`src/rtl/sys_exec_ctrl_if.sv`:
```
// ---------------------------------------------------------------------------
// sys_exec_ctrl_if
// Groups the run-control requests, breakpoint/datapath status and the
// controller outputs that pass between the execution controller and the
// outside world.
//
// Requests / status (driven by master, read by slave):
//   SYS_run        1   level free-run request
//   SYS_step       1   level single-step request (edge detected in slave)
//   SYS_load       1   PC load request
//   SYS_pc_load    8   PC load value
//   bp_en          1   breakpoint enable
//   bp_addr        32  breakpoint PC
//   pc_addr        32  current datapath PC
//   exception_sig  2   datapath fault flags, nonzero = fault
// Controller outputs (driven by slave, read by master):
//   dp_enable      1   datapath advance enable
//   pc_load_en     1   one-cycle PC load strobe
//   pc_load_val    8   captured PC load value
//   state          2   IDLE=00 RUN=01 STEP=10 HALT=11
//   halt_cause     2   00 none, 01 exception, 10 breakpoint
//   cycle_count    32  number of dp_enable cycles
// ---------------------------------------------------------------------------
interface sys_exec_ctrl_if;
    logic        SYS_run;
    logic        SYS_step;
    logic        SYS_load;
    logic [7:0]  SYS_pc_load;
    logic        bp_en;
    logic [31:0] bp_addr;
    logic [31:0] pc_addr;
    logic [1:0]  exception_sig;

    logic        dp_enable;
    logic        pc_load_en;
    logic [7:0]  pc_load_val;
    logic [1:0]  state;
    logic [1:0]  halt_cause;
    logic [31:0] cycle_count;

    // Master is the host/datapath side issuing requests.
    modport master (
        output SYS_run, SYS_step, SYS_load, SYS_pc_load,
        output bp_en, bp_addr, pc_addr, exception_sig,
        input  dp_enable, pc_load_en, pc_load_val, state, halt_cause, cycle_count
    );

    // Slave is the execution controller itself.
    modport slave (
        input  SYS_run, SYS_step, SYS_load, SYS_pc_load,
        input  bp_en, bp_addr, pc_addr, exception_sig,
        output dp_enable, pc_load_en, pc_load_val, state, halt_cause, cycle_count
    );
endinterface

```
`src/rtl/sys_exec_ctrl.sv`:
```
// ---------------------------------------------------------------------------
// sys_exec_ctrl
// Run/step/halt controller for a simple datapath. Decides each cycle whether
// the datapath may advance one instruction, stops on breakpoints and
// exceptions, handles PC loads while idle and counts executed cycles.
//
// Ports:
//   SYS_clk    system clock, all state updates on the rising edge
//   SYS_reset  synchronous active-high reset
//   bus        sys_exec_ctrl_if.slave, carries requests, datapath status
//              and all controller outputs
// ---------------------------------------------------------------------------
module sys_exec_ctrl (
    input  logic           SYS_clk,
    input  logic           SYS_reset,
    sys_exec_ctrl_if.slave bus
);

    typedef enum logic [1:0] {
        IDLE = 2'b00,
        RUN  = 2'b01,
        STEP = 2'b10,
        HALT = 2'b11
    } state_t;

    localparam logic [1:0] CAUSE_NONE      = 2'b00;
    localparam logic [1:0] CAUSE_EXCEPTION = 2'b01;
    localparam logic [1:0] CAUSE_BREAK     = 2'b10;

    state_t      r_state;
    state_t      w_nextState;
    logic [1:0]  r_haltCause;
    logic [1:0]  w_nextHaltCause;
    logic [31:0] r_cycleCount;
    logic        r_pcLoadEn;
    logic [7:0]  r_pcLoadVal;
    logic        r_stepQ;
    logic        r_entry;

    logic        w_stepPulse;
    logic        w_bpHit;
    logic        w_fault;
    logic        w_loadAccept;
    logic        w_dpEnable;

    // r_entry masks the breakpoint compare on the first RUN cycle after
    // leaving IDLE, so resuming while parked on the breakpoint PC executes
    // that instruction instead of halting again immediately.
    assign w_stepPulse  = bus.SYS_step & ~r_stepQ;
    assign w_bpHit      = bus.bp_en & (bus.pc_addr == bus.bp_addr) & ~r_entry;
    assign w_fault      = |bus.exception_sig;
    assign w_loadAccept = (r_state == IDLE) & bus.SYS_load;

    // Next-state, halt-cause and datapath-enable decode. A load request in
    // IDLE takes priority over run/step and keeps the controller idle. An
    // exception only counts on a cycle where the datapath actually advanced;
    // a breakpoint hit suppresses advance, so the two never coincide in RUN.
    always_comb begin
        w_nextState     = r_state;
        w_nextHaltCause = r_haltCause;
        w_dpEnable      = 1'b0;
        case (r_state)
            IDLE: begin
                if (!bus.SYS_load) begin
                    if (w_stepPulse) begin
                        w_nextState = STEP;
                    end else if (bus.SYS_run) begin
                        w_nextState = RUN;
                    end
                end
            end
            STEP: begin
                w_dpEnable = 1'b1;
                if (w_fault) begin
                    w_nextState     = HALT;
                    w_nextHaltCause = CAUSE_EXCEPTION;
                end else begin
                    w_nextState = IDLE;
                end
            end
            RUN: begin
                w_dpEnable = bus.SYS_run & ~w_bpHit;
                if (w_dpEnable && w_fault) begin
                    w_nextState     = HALT;
                    w_nextHaltCause = CAUSE_EXCEPTION;
                end else if (w_bpHit) begin
                    w_nextState     = HALT;
                    w_nextHaltCause = CAUSE_BREAK;
                end else if (!bus.SYS_run) begin
                    w_nextState = IDLE;
                end
            end
            HALT: begin
                if (!bus.SYS_run) begin
                    w_nextState     = IDLE;
                    w_nextHaltCause = CAUSE_NONE;
                end
            end
        endcase
        if (SYS_reset) begin
            w_dpEnable = 1'b0;
        end
    end

    // Control state: FSM state, halt cause, step edge history and the
    // first-RUN-cycle marker used to mask the breakpoint on resume.
    always_ff @(posedge SYS_clk) begin
        if (SYS_reset) begin
            r_state     <= IDLE;
            r_haltCause <= CAUSE_NONE;
            r_stepQ     <= 1'b0;
            r_entry     <= 1'b0;
        end else begin
            r_state     <= w_nextState;
            r_haltCause <= w_nextHaltCause;
            r_stepQ     <= bus.SYS_step;
            r_entry     <= (r_state == IDLE) && (w_nextState == RUN);
        end
    end

    // PC load strobe/value and the executed-cycle counter. An accepted load
    // restarts the count; otherwise every advancing cycle bumps it, wrapping
    // naturally at 32 bits.
    always_ff @(posedge SYS_clk) begin
        if (SYS_reset) begin
            r_pcLoadEn   <= 1'b0;
            r_pcLoadVal  <= 8'h00;
            r_cycleCount <= 32'h0000_0000;
        end else begin
            r_pcLoadEn <= w_loadAccept;
            if (w_loadAccept) begin
                r_pcLoadVal  <= bus.SYS_pc_load;
                r_cycleCount <= 32'h0000_0000;
            end else if (w_dpEnable) begin
                r_cycleCount <= r_cycleCount + 32'd1;
            end
        end
    end

    assign bus.dp_enable   = w_dpEnable;
    assign bus.pc_load_en  = r_pcLoadEn;
    assign bus.pc_load_val = r_pcLoadVal;
    assign bus.state       = r_state;
    assign bus.halt_cause  = r_haltCause;
    assign bus.cycle_count = r_cycleCount;

endmodule

```
`src/flat_wrapper.sv`:
```
// flat-port wrapper written by rule: the top's interface ports become plain ports
module sys_exec_ctrl_flat 
  (SYS_clk, SYS_reset, bus_SYS_run, bus_SYS_step, bus_SYS_load, bus_SYS_pc_load, bus_bp_en, bus_bp_addr, bus_pc_addr, bus_exception_sig, bus_dp_enable, bus_pc_load_en, bus_pc_load_val, bus_state, bus_halt_cause, bus_cycle_count);
  sys_exec_ctrl_if bus_i ();
  input  logic SYS_clk;
  input  logic SYS_reset;
  input wire logic [$bits(bus_i.SYS_run)-1:0] bus_SYS_run;
  input wire logic [$bits(bus_i.SYS_step)-1:0] bus_SYS_step;
  input wire logic [$bits(bus_i.SYS_load)-1:0] bus_SYS_load;
  input wire logic [$bits(bus_i.SYS_pc_load)-1:0] bus_SYS_pc_load;
  input wire logic [$bits(bus_i.bp_en)-1:0] bus_bp_en;
  input wire logic [$bits(bus_i.bp_addr)-1:0] bus_bp_addr;
  input wire logic [$bits(bus_i.pc_addr)-1:0] bus_pc_addr;
  input wire logic [$bits(bus_i.exception_sig)-1:0] bus_exception_sig;
  output wire logic [$bits(bus_i.dp_enable)-1:0] bus_dp_enable;
  output wire logic [$bits(bus_i.pc_load_en)-1:0] bus_pc_load_en;
  output wire logic [$bits(bus_i.pc_load_val)-1:0] bus_pc_load_val;
  output wire logic [$bits(bus_i.state)-1:0] bus_state;
  output wire logic [$bits(bus_i.halt_cause)-1:0] bus_halt_cause;
  output wire logic [$bits(bus_i.cycle_count)-1:0] bus_cycle_count;
  assign bus_i.SYS_run = bus_SYS_run;
  assign bus_i.SYS_step = bus_SYS_step;
  assign bus_i.SYS_load = bus_SYS_load;
  assign bus_i.SYS_pc_load = bus_SYS_pc_load;
  assign bus_i.bp_en = bus_bp_en;
  assign bus_i.bp_addr = bus_bp_addr;
  assign bus_i.pc_addr = bus_pc_addr;
  assign bus_i.exception_sig = bus_exception_sig;
  assign bus_dp_enable = bus_i.dp_enable;
  assign bus_pc_load_en = bus_i.pc_load_en;
  assign bus_pc_load_val = bus_i.pc_load_val;
  assign bus_state = bus_i.state;
  assign bus_halt_cause = bus_i.halt_cause;
  assign bus_cycle_count = bus_i.cycle_count;
  sys_exec_ctrl u_core (.SYS_clk(SYS_clk), .SYS_reset(SYS_reset), .bus(bus_i));
endmodule
```
`config.mk`:
```
export PLATFORM = sky130hd
export DESIGN_NAME = sys_exec_ctrl_flat
export DESIGN_NICKNAME = d
export VERILOG_FILES = /design/src/rtl/sys_exec_ctrl_if.sv /design/src/rtl/sys_exec_ctrl.sv /design/src/flat_wrapper.sv
export SDC_FILE = /design/constraint.sdc
export NUM_CORES = 1
export LEC_CHECK = 0
export CORE_MARGIN = 3
export CORE_UTILIZATION = 43
export DETAILED_ROUTE_END_ITERATION = 7
export GPL_ROUTABILITY_DRIVEN = 0
export PLACE_DENSITY = 0.81
export SLEW_MARGIN = 15
export SYNTH_ARGS = -nofsm -noshare
export SYNTH_HDL_FRONTEND = slang
export SYNTH_SLANG_ARGS = --single-unit
```
`constraint.sdc`:
```
create_clock -name SYS_clk -period 2.5 [get_ports SYS_clk]
set_input_delay 0.5 -clock SYS_clk [delete_from_list [all_inputs] [get_ports SYS_clk]]
set_output_delay 0.5 -clock SYS_clk [all_outputs]
set_load 0.01 [all_outputs]
```
# Word level (Yosys, flattened, before mapping)
# Index checks and enable logic that the tools add are counted.
# Widths: inputs -> output; s select.
[word_totals]
register_bits = 47
latchBits = 0
ramBits = 0
romBits = 0
input_bits = 80
output_inout_bits = 46
n_memories = 0
[op_classes]
n_addsub = 1
n_mul = 0
n_div = 0
n_lt_le_gt_ge = 0
n_eq_ne = 8
shift = 0
muxes = 15
bitwise_logic = 8
n_reduce_logical = 7
[op_table]
columns = ["op", "count"]
rows = [
  ["$add 32x1->32 const B", 1],
  ["$eq 32x32->1", 1],
  ["$mux 2", 11],
  ["$pmux 2 s4", 1],
  ["$pmux 2 s3", 1],
  ["$and 1x1->1", 5],
  ["$eq 2x1->1 const B", 2],
  ["$eq 2x2->1 const B", 2],
  ["$reduce_and 4->1", 1],
  ["$reduce_or 2->1", 2],
  ["$ne 3x1->1 const B", 1],
  ["$not 1->1", 3],
  ["$reduce_bool 3->1", 1],
  ["$logic_and 1x1->1", 2],
  ["$logic_not 2->1", 1],
  ["$ne 2x1->1 const B", 1],
  ["$ne 2x2->1 const B", 1],
  ["$pmux 1 s2", 1],
  ["$mux 1", 1],
]

# Logic depth before layout (Yosys ltp)
# Gate-level depths: netlist (run 1).
[logic_depth]
depth_word = 10
depth_mapped = 8
ltp_nobuf = 7

# Worst setup path before layout (run 1)
# OpenSTA, ideal clock, no wires.
[synth_path]
path_kind = "input -> output"
start = "input bus_bp_addr[18]"
end = "output bus_dp_enable"
arrival_ns = 1.806
required_ns = 2.000
setup_slack_ns = 0.194
cell_stages = 6
path_buffers = 0
path_cell_list = "xnor2_1 -> nand4_1 -> nor4b_1 -> nand3_1 -> a21boi_2 -> inv_1"
[synth_between]
elab_chain_cells = 7
[synth_rtl]
columns = ["element", "line_no", "source"]
rows = [
  ["from (decl)", "flat_wrapper.sv:12", "input wire logic [$bits(bus_i.bp_addr)-1:0] bus_bp_addr;"],
  ["$eq 32x32->1", "sys_exec_ctrl.sv:50", "assign w_bpHit = bus.bp_en & (bus.pc_addr == bus.bp_addr) & ~r_entry;"],
  ["$and 1x1->1 (2 in series)", "sys_exec_ctrl.sv:50", ""],
  ["$not 1->1", "sys_exec_ctrl.sv:82", "w_dpEnable = bus.SYS_run & ~w_bpHit;"],
  ["$and 1x1->1", "sys_exec_ctrl.sv:82", ""],
  ["$pmux 1 s2", "sys_exec_ctrl.sv:62", "case (r_state)"],
  ["$mux 1", "sys_exec_ctrl.sv:100", "if (SYS_reset) begin"],
  ["to (decl)", "flat_wrapper.sv:15", "output wire logic [$bits(bus_i.dp_enable)-1:0] bus_dp_enable;"],
]
# Every way passes these cells.

# Final worst setup path (run 1)
[layout_path]
start = "input bus_pc_addr[30]"
end = "output bus_dp_enable"
[layout_between]
elab_chain_cells = 7
[layout_rtl]
columns = ["element", "line_no", "source"]
rows = [
  ["from (decl)", "flat_wrapper.sv:13", "input wire logic [$bits(bus_i.pc_addr)-1:0] bus_pc_addr;"],
  ["$eq 32x32->1", "sys_exec_ctrl.sv:50", ""],
  ["$and 1x1->1 (2 in series)", "sys_exec_ctrl.sv:50", ""],
  ["$not 1->1", "sys_exec_ctrl.sv:82", ""],
  ["$and 1x1->1", "sys_exec_ctrl.sv:82", ""],
  ["$pmux 1 s2", "sys_exec_ctrl.sv:62", ""],
  ["$mux 1", "sys_exec_ctrl.sv:100", ""],
]
# Every way passes these cells.

==> results.md, run 1 <==
* # Max-Cap Violations at 0
* CTS clk-pin slew, worst paths at 0.08 ns
* Nets@finish at 586
* H-tree depth at 2
* Worst slew pin tran at 0.558 ns
* DR vias/cell at 5.42
* First-pass GRT wire length at 13.9 mm
* Mux cell area share after synthesis at 0.0846
* RSZ-0062 raised after global routing: true
* CTS sink cnt at 47
* CTS tree: yes
* Die area at 7950 sq um
* Mean Syn Cell Area at 8.28 sq um
* Number of flops mapped to enable cells by yosys at 0
* Cells after Synth at 359
* Clock insertion delay at the later pin of the skew report at 0.30 ns
* CP peak stage delay at 0.27 ns
* Compound-Gate Fraction of Synth Area at 0.130
* Syn_nets at 444
* Synthesis-to-finish area growth at 56.3%
* #FFs+latches synth at 47
* Slew HR at 0.625
* Hold buffers post-CTS at 0
* Root buf cell: clkbuf_8
* Synth unique cells at 51
* Worst hold margin at 0.466 ns
* WHS Path Cells at 2
* Pwr/cell area at 393 nW/um^2
* WHS Endpoint: u_core.bus.halt_cause[1]
* CP cell instances: dlygate4sd2_1 -> xnor2_1 -> nand4_1 -> nor4b_2 -> buf_4 -> nand3_4 -> a21boi_2 -> inv_1 -> buf_6
* Post-Synth Simple-Gate Area at 0.320
* Largest family of logic cells by synthesized area: simple AND/OR/NAND/NOR gates
* Critical Path RT at 2.00 ns
* Initial antenna violation count at 0
* Die Height at 89.2 microns
* Num CTS Buffers at 5
* Synth Area in Adders at 0.0210
* Fraction of registers with async set/reset at 0
* Initial Util at 0.455
* Routed Antenna Nets at 0
* WP data arrival at 1.94 ns
* Setup Crit Path Kind: input pin to output pin
* Clock Path Buffers at 2
* Final core utilization at 0.711
* Worst setup SP type: input pin
* Layout cells sized above 1 at 0.110
* Routed len/inst at 14.9 microns
* I/O pin count at 126
* Antenna fix cells at 0
* Seq/Total Area, Yosys at 0.316
* Critical register-to-register path startpoint: u_core.bus.state[0]
* Final setup viols at 0
* Final WL at 8.60 mm
* Fmax at 0.410 GHz
* Worst path slowest cell: nor4b_2
* Xor/xnor cell area share of the yosys netlist at 0.0943
* HPWL Detailed at 6.65 mm
* Synth Cell Area at 2970 sq um
* Total congestion overflow at 0
* Ys flop type: dfxtp_1
* First-pass DRT Iterations at 5
* # rows at 29
* R2R depth at 9
* Final-report hold violation count at 0
* CP endpoint kind: output pin
* Worst VDD drop at 0.257 mV
* Final period util at 0.976
* Core area at 6530 sq um
* Leakage at 0.00196 uW
* Setup Skew at 0.00793 ns
* Fillers at 520
* Fin crit period at 2.44 ns
* CP Max Fanout at 2
* Slew Limit Fails at 0
* R2R Setup Slk at 0.22 ns
* Iter 0 DRT Violations at 113
* Vias in the first global route at 3020
* Die extent in x at 89.2 microns
* Worst Hold Class: flop to flop
* Port bufs at 125
* Reg2Reg Capture Point: u_core.bus.cycle_count[26]
* Synth Warn # at 0
* Status: finished clean
* Largest net degree at the start of global routing at 56
* GRT Util Overall at 0.219
* Min-delay src: u_core.bus.halt_cause[1]
* DR vias at 3134
* Drt drc at 0
-- layout by cell type (no fill, tap or decap), types with 3 or more instances in the layout --
cell,instances
or4b_1,7
dfxtp_1,46
clkdlybuf4s50_1,69
a31oi_1,5
o22ai_1,8
clkbuf_8,5
ha_1,5
and4_1,3
clkdlybuf4s15_1,3
xnor2_1,30
dlymetal6s2s_1,23
nand4_2,3
nand4_1,16
dlygate4sd2_1,29
buf_4,25
nand3_1,16
a22o_1,8
nor3b_1,3
nor3_1,7
nor2_1,13
o21ai_0,7
mux2i_1,24
inv_1,8
a21oi_1,12
nand2_1,54
and3_1,3
nand2b_1,25
-- flip-flops by register name, summed over array words and instances, names as in the netlist --
signal	count
u_core.bus.cycle_count	32
u_core.bus.pc_load_val	8
u_core.bus.halt_cause	2
u_core.bus.state	2
u_core.bus.pc_load_en	1
u_core.r_entry	1
u_core.r_stepQ	1
-- cells by family after synthesis --
kind of cell,count (synthesis)
simple gates,168
xor+xnor,32
compound gates,57
mux,25
fa+ha+maj,5
buf+inv,25
flops,47
-- per-layer routing --
| layer | part of all wire | GRT usage | vias to the layer above |
|---|---|---|---|
| li1 | - | - | 1577 |
| met1 | 0.41 | 0.257 | 1452 |
| met2 | 0.52 | 0.401 | 89 |
| met3 | 0.049 | 0.0442 | 16 |
| met4 | 0.022 | 0.0595 | 0 |
| met5 | 0 | 0 | - |
-- Yosys cell counts (5+ instances only) --
master    number  area (sq um)
clkbuf_1      11          41.3
a22o_1         8          70.1
a21oi_1       13          65.1
a31oi_1        5          31.3
nor2_1        13          48.8
xnor2_1       31           272
nand2_1       54           203
or4b_1         7          70.1
nand2b_1      25           156
ha_1           5          62.6
o22ai_1        8          50.1
mux2i_1       24           240
dfxtp_1       47           941
nor3_1         8          40.0
nand4_1       16           100
inv_1          8          30.0
buf_2          5          25.0
o21ai_0        7          35.0
nand3_1       17          85.1
-- what timing repair did --
action,CTS,global route
pin swaps,24,23
resized for setup,40,32
endpoints found under the setup margin,1,3
setup buffers,2,2
-- critical path, delay by kind of cell --
| kind | cells | cell delay (ns) |
|---|---|---|
| simple gates | 3 | 0.49 |
| compound gates | 1 | 0.17 |
| buf+inv | 4 | 0.61 |
| xor+xnor | 1 | 0.17 |
-- report_power, final --
group / internal, uW / switching [uW]
Clock: 192 / 255
Combinational: 302 / 268
Sequential: 787 / 22.4
-- per-stage QoR --
stage | total power, uW | TNS (ns) | worst slack, ns | instances | area, sq um
final | 1830 | 0 | 0.0612 | 578 | 4650
after global routing | 1930 | -0.0214 | -0.0214 | 578 | 4650
after CTS | 1850 | 0 | 0.0242 | 576 | 4530
after detailed placement | 1410 | -1.06 | -0.545 | 567 | 4460
after global placement | 1400 | -0.689 | -0.517 | 567 | 4460
after floorplan | 1120 | 0 | 0.194 | 359 | 2970
-- how the worst max path moves through the flow --
stage	from	depth (start not counted)	slack, ns	end
after floorplan	bus_bp_addr[18]	6	0.19	bus_dp_enable
after global placement	bus_pc_addr[18]	9	-0.52	bus_dp_enable
after detailed placement	bus_bp_addr[30]	9	-0.54	bus_dp_enable
after CTS	bus_pc_addr[20]	8	0.02	bus_dp_enable
after global routing	bus_bp_addr[8]	8	-0.02	bus_dp_enable
final	bus_pc_addr[30]	9	0.06	bus_dp_enable
-- area by class of cell --
cell class              instances  area, sq um  share of cell area
clock buffers                   5         68.8              0.0148
clock inverters                 2         13.8             0.00296
inverters                       8         30.0             0.00646
multi-input cells             287         1990               0.429
flip-flops and latches         47          942               0.203
well taps                      77         96.3              0.0207
repair buffers                152         1500               0.323
(Power assumes the default switching activity.)
==> inputs of run 2 (changes only) <==
--- a/config.mk
+++ b/config.mk
@@ -5,10 +5,12 @@
 export SDC_FILE = /design/constraint.sdc
 export NUM_CORES = 1
 export LEC_CHECK = 0
+export ABC_CLOCK_PERIOD_IN_PS = 2500
 export CORE_MARGIN = 3
 export CORE_UTILIZATION = 43
 export DETAILED_ROUTE_END_ITERATION = 7
 export GPL_ROUTABILITY_DRIVEN = 0
+export HOLD_SLACK_MARGIN = 0.06
 export PLACE_DENSITY = 0.81
 export SLEW_MARGIN = 15
 export SYNTH_ARGS = -nofsm -noshare
==> results of run 2 <==
No change in the layout: final DEF, timing and power equal those of run 1.
==> inputs of run 3 (changes only) <==
--- a/config.mk
+++ b/config.mk
@@ -5,13 +5,13 @@
 export SDC_FILE = /design/constraint.sdc
 export NUM_CORES = 1
 export LEC_CHECK = 0
-export ABC_CLOCK_PERIOD_IN_PS = 2500
 export CORE_MARGIN = 3
 export CORE_UTILIZATION = 43
 export DETAILED_ROUTE_END_ITERATION = 7
 export GPL_ROUTABILITY_DRIVEN = 0
 export HOLD_SLACK_MARGIN = 0.06
 export PLACE_DENSITY = 0.81
+export REMOVE_ABC_BUFFERS = 1
 export SLEW_MARGIN = 15
 export SYNTH_ARGS = -nofsm -noshare
 export SYNTH_HDL_FRONTEND = slang
==> results.md, run 3 (synthesis results as in run 1) <==
* Final setup viols at 0 (unchanged)
* Clock insertion delay at the later pin of the skew report at 0.30 ns (about the same)
* Final period util at 0.958 (was 0.976)
* CTS clk-pin slew, worst paths at 0.08 ns (about the same)
* Largest net degree at the start of global routing at 34 (was 56)
* CP cell instances: clkdlybuf4s50_1 -> xor2_2 -> nor4b_4 -> nand3_4 -> a21boi_2 -> inv_1 -> buf_2 (was dlygate4sd2_1 -> xnor2_1 -> nand4_1 -> nor4b_2 -> buf_4 -> nand3_4 -> a21boi_2 -> inv_1 -> buf_6)
* Die Height at 89.2 microns (unchanged)
* H-tree depth at 2 (unchanged)
* Place WS at -0.582 ns (was -0.545 ns)
* Critical Path RT at 2.00 ns (about the same)
* Hold buffers post-CTS at 0 (unchanged)
* Setup Skew at 0.00930 ns (was 0.00793 ns)
* Antenna fix cells at 0 (unchanged)
* Worst slew pin tran at 0.539 ns (was 0.558 ns)
* Synthesis-to-finish area growth at 56.5% (was 56.3%)
* Total power at 1840 uW (was 1830 uW)
* CP endpoint kind: output pin (unchanged)
* First-pass DRT Iterations at 4 (was 5)
* Drt drc at 0 (unchanged)
* Fin cells at 581 (was 578)
* First-pass GRT wire length at 14.4 mm (was 13.9 mm)
* GRT met2 Usage at 0.428 (was 0.401)
* Iter 0 DRT Violations at 171 (was 113)
* Worst Hold Class: flop to flop (unchanged)
* I/O pin count at 126 (unchanged)
* Worst hold margin at 0.455 ns (was 0.466 ns)
* Nets@finish at 588 (was 586)
* Worst VDD drop at 0.423 mV (was 0.257 mV)
* Commonest non-fill, non-tap cell in the layout: clkdlybuf4s50_1 (unchanged)
* Core area at 6530 sq um (unchanged)
* # Max-Cap Violations at 0 (unchanged)
* Most Used Layer, Global Route: met2 (unchanged)
* Slew Limit Fails at 0 (unchanged)
* DR vias/cell at 5.48 (was 5.42)
* Commonest cells after routing, fill and taps aside: clkdlybuf4s50_1, nand2_1, dfxtp_1 (unchanged)
* Die area at 7950 sq um (unchanged)
* DR vias at 3184 (was 3134)
* Setup Crit Path Kind: input pin to output pin (unchanged)
* Port bufs at 125 (unchanged)
* Slew HR at 0.638 (was 0.625)
* # rows at 29 (unchanged)
* CTS tree: yes (unchanged)
* Total congestion overflow at 0 (unchanged)
* Die extent in x at 89.2 microns (unchanged)
* CP top delay family: buffers and inverters (unchanged)
* Status: finished clean (unchanged)
* Root buf cell: clkbuf_8 (unchanged)
* HPWL Detailed at 6.88 mm (was 6.65 mm)
* Final core utilization at 0.712 (was 0.711)
* Layout cells sized above 1 at 0.121 (was 0.110)
* WP data arrival at 1.89 ns (was 1.94 ns)
* Cells after DPL at 571 (was 567)
* Clock Path Buffers at 2 (unchanged)
* Pwr/cell area at 396 nW/um^2 (was 393 nW/um^2)
* Worst Slack Setup Final at 0.105 ns (was 0.0612 ns)
* Leakage at 0.00197 uW (was 0.00196 uW)
* Worst setup SP type: input pin (unchanged)
* Max reg flops at 32 (unchanged)
* GRT Util Overall at 0.226 (was 0.219)
* Num CTS Buffers at 5 (unchanged)
* Initial Util at 0.455 (unchanged)
* Routed Antenna Nets at 0 (unchanged)
* Worst path slowest cell: clkdlybuf4s50_1 (was nor4b_2)
* Met1 usage at 0.253 (was 0.257)
* Routed len/inst at 15.3 microns (was 14.9 microns)
* Bufs and invs on worst path at 3 (was 4)
* Initial antenna violation count at 0 (unchanged)
* Vias in the first global route at 3220 (was 3020)
* Final WL at 8.89 mm (was 8.60 mm)
* Fmax at 0.418 GHz (was 0.410 GHz)
* CP Max Fanout at 2 (unchanged)
* Final-report hold violation count at 0 (unchanged)
* CP peak stage delay at 0.44 ns (was 0.27 ns)
* Fin crit period at 2.39 ns (was 2.44 ns)
* Met3 Use GR at 0.0535 (was 0.0442)
* CTS sink cnt at 47 (unchanged)
[run 3: cell type report]
type	count	area, sq um
Multi-Input combinational cell	287	2000
Fill cell	500	1880
Timing Repair Buffer	154	1500
Sequential cell	47	941
Tap cell	77	96.3
Clock buffer	6	72.6
Inverter	8	30.0
Clock inverter	2	12.5
[run 3: metrics by stage]
stage / cell area [sq um] / setup TNS (ns)
after floorplan: 2900 / -39.37
after global routing: 4650 / -0.00737
after CTS: 4560 / 0
after global placement: 4480 / -1.04
after detailed placement: 4480 / -1.96
final: 4650 / 0
[run 3: final timing paths]
path,start,to,slack (ns),depth (start not counted)
setup / recovery,bus_pc_addr[26],bus_dp_enable,0.11,7
hold / removal,u_core.bus.halt_cause[1],u_core.bus.halt_cause[1],0.46,2
setup reg to reg,u_core.bus.state[0],u_core.bus.cycle_count[26],0.26,9
hold reg to reg,u_core.bus.halt_cause[1],u_core.bus.halt_cause[1],0.46,2
[run 3: worst register-to-register path: stages (launching register included)]
cell      delay, ns
dfxtp_1        0.44
inv_1          0.11
ha_1           0.34
nand3b_1       0.11
buf_4          0.18
a21oi_1        0.12
buf_4          0.18
nand4_1        0.12
or4b_1         0.50
o21ai_1        0.08
[run 3: layer usage]
metal | vias up | wire, microns | part of all wire
li1 | 1582 | - | -
met1 | 1476 | 3390 | 0.38
met2 | 113 | 4690 | 0.53
met3 | 13 | 696 | 0.078
met4 | 0 | 110 | 0.012
met5 | - | 0 | 0
[run 3: repair_timing]
action                                  4_1_cts  5_1_grt
endpoints found under the setup margin        1        1
gates resized for setup                      48       45
setup buffers                                 1        1
pin swaps                                    28       29
[run 3: report_power, final]
part           internal (uW)  switching (uW)
Clock                    196             265
Sequential               787            23.8
Combinational            296             276
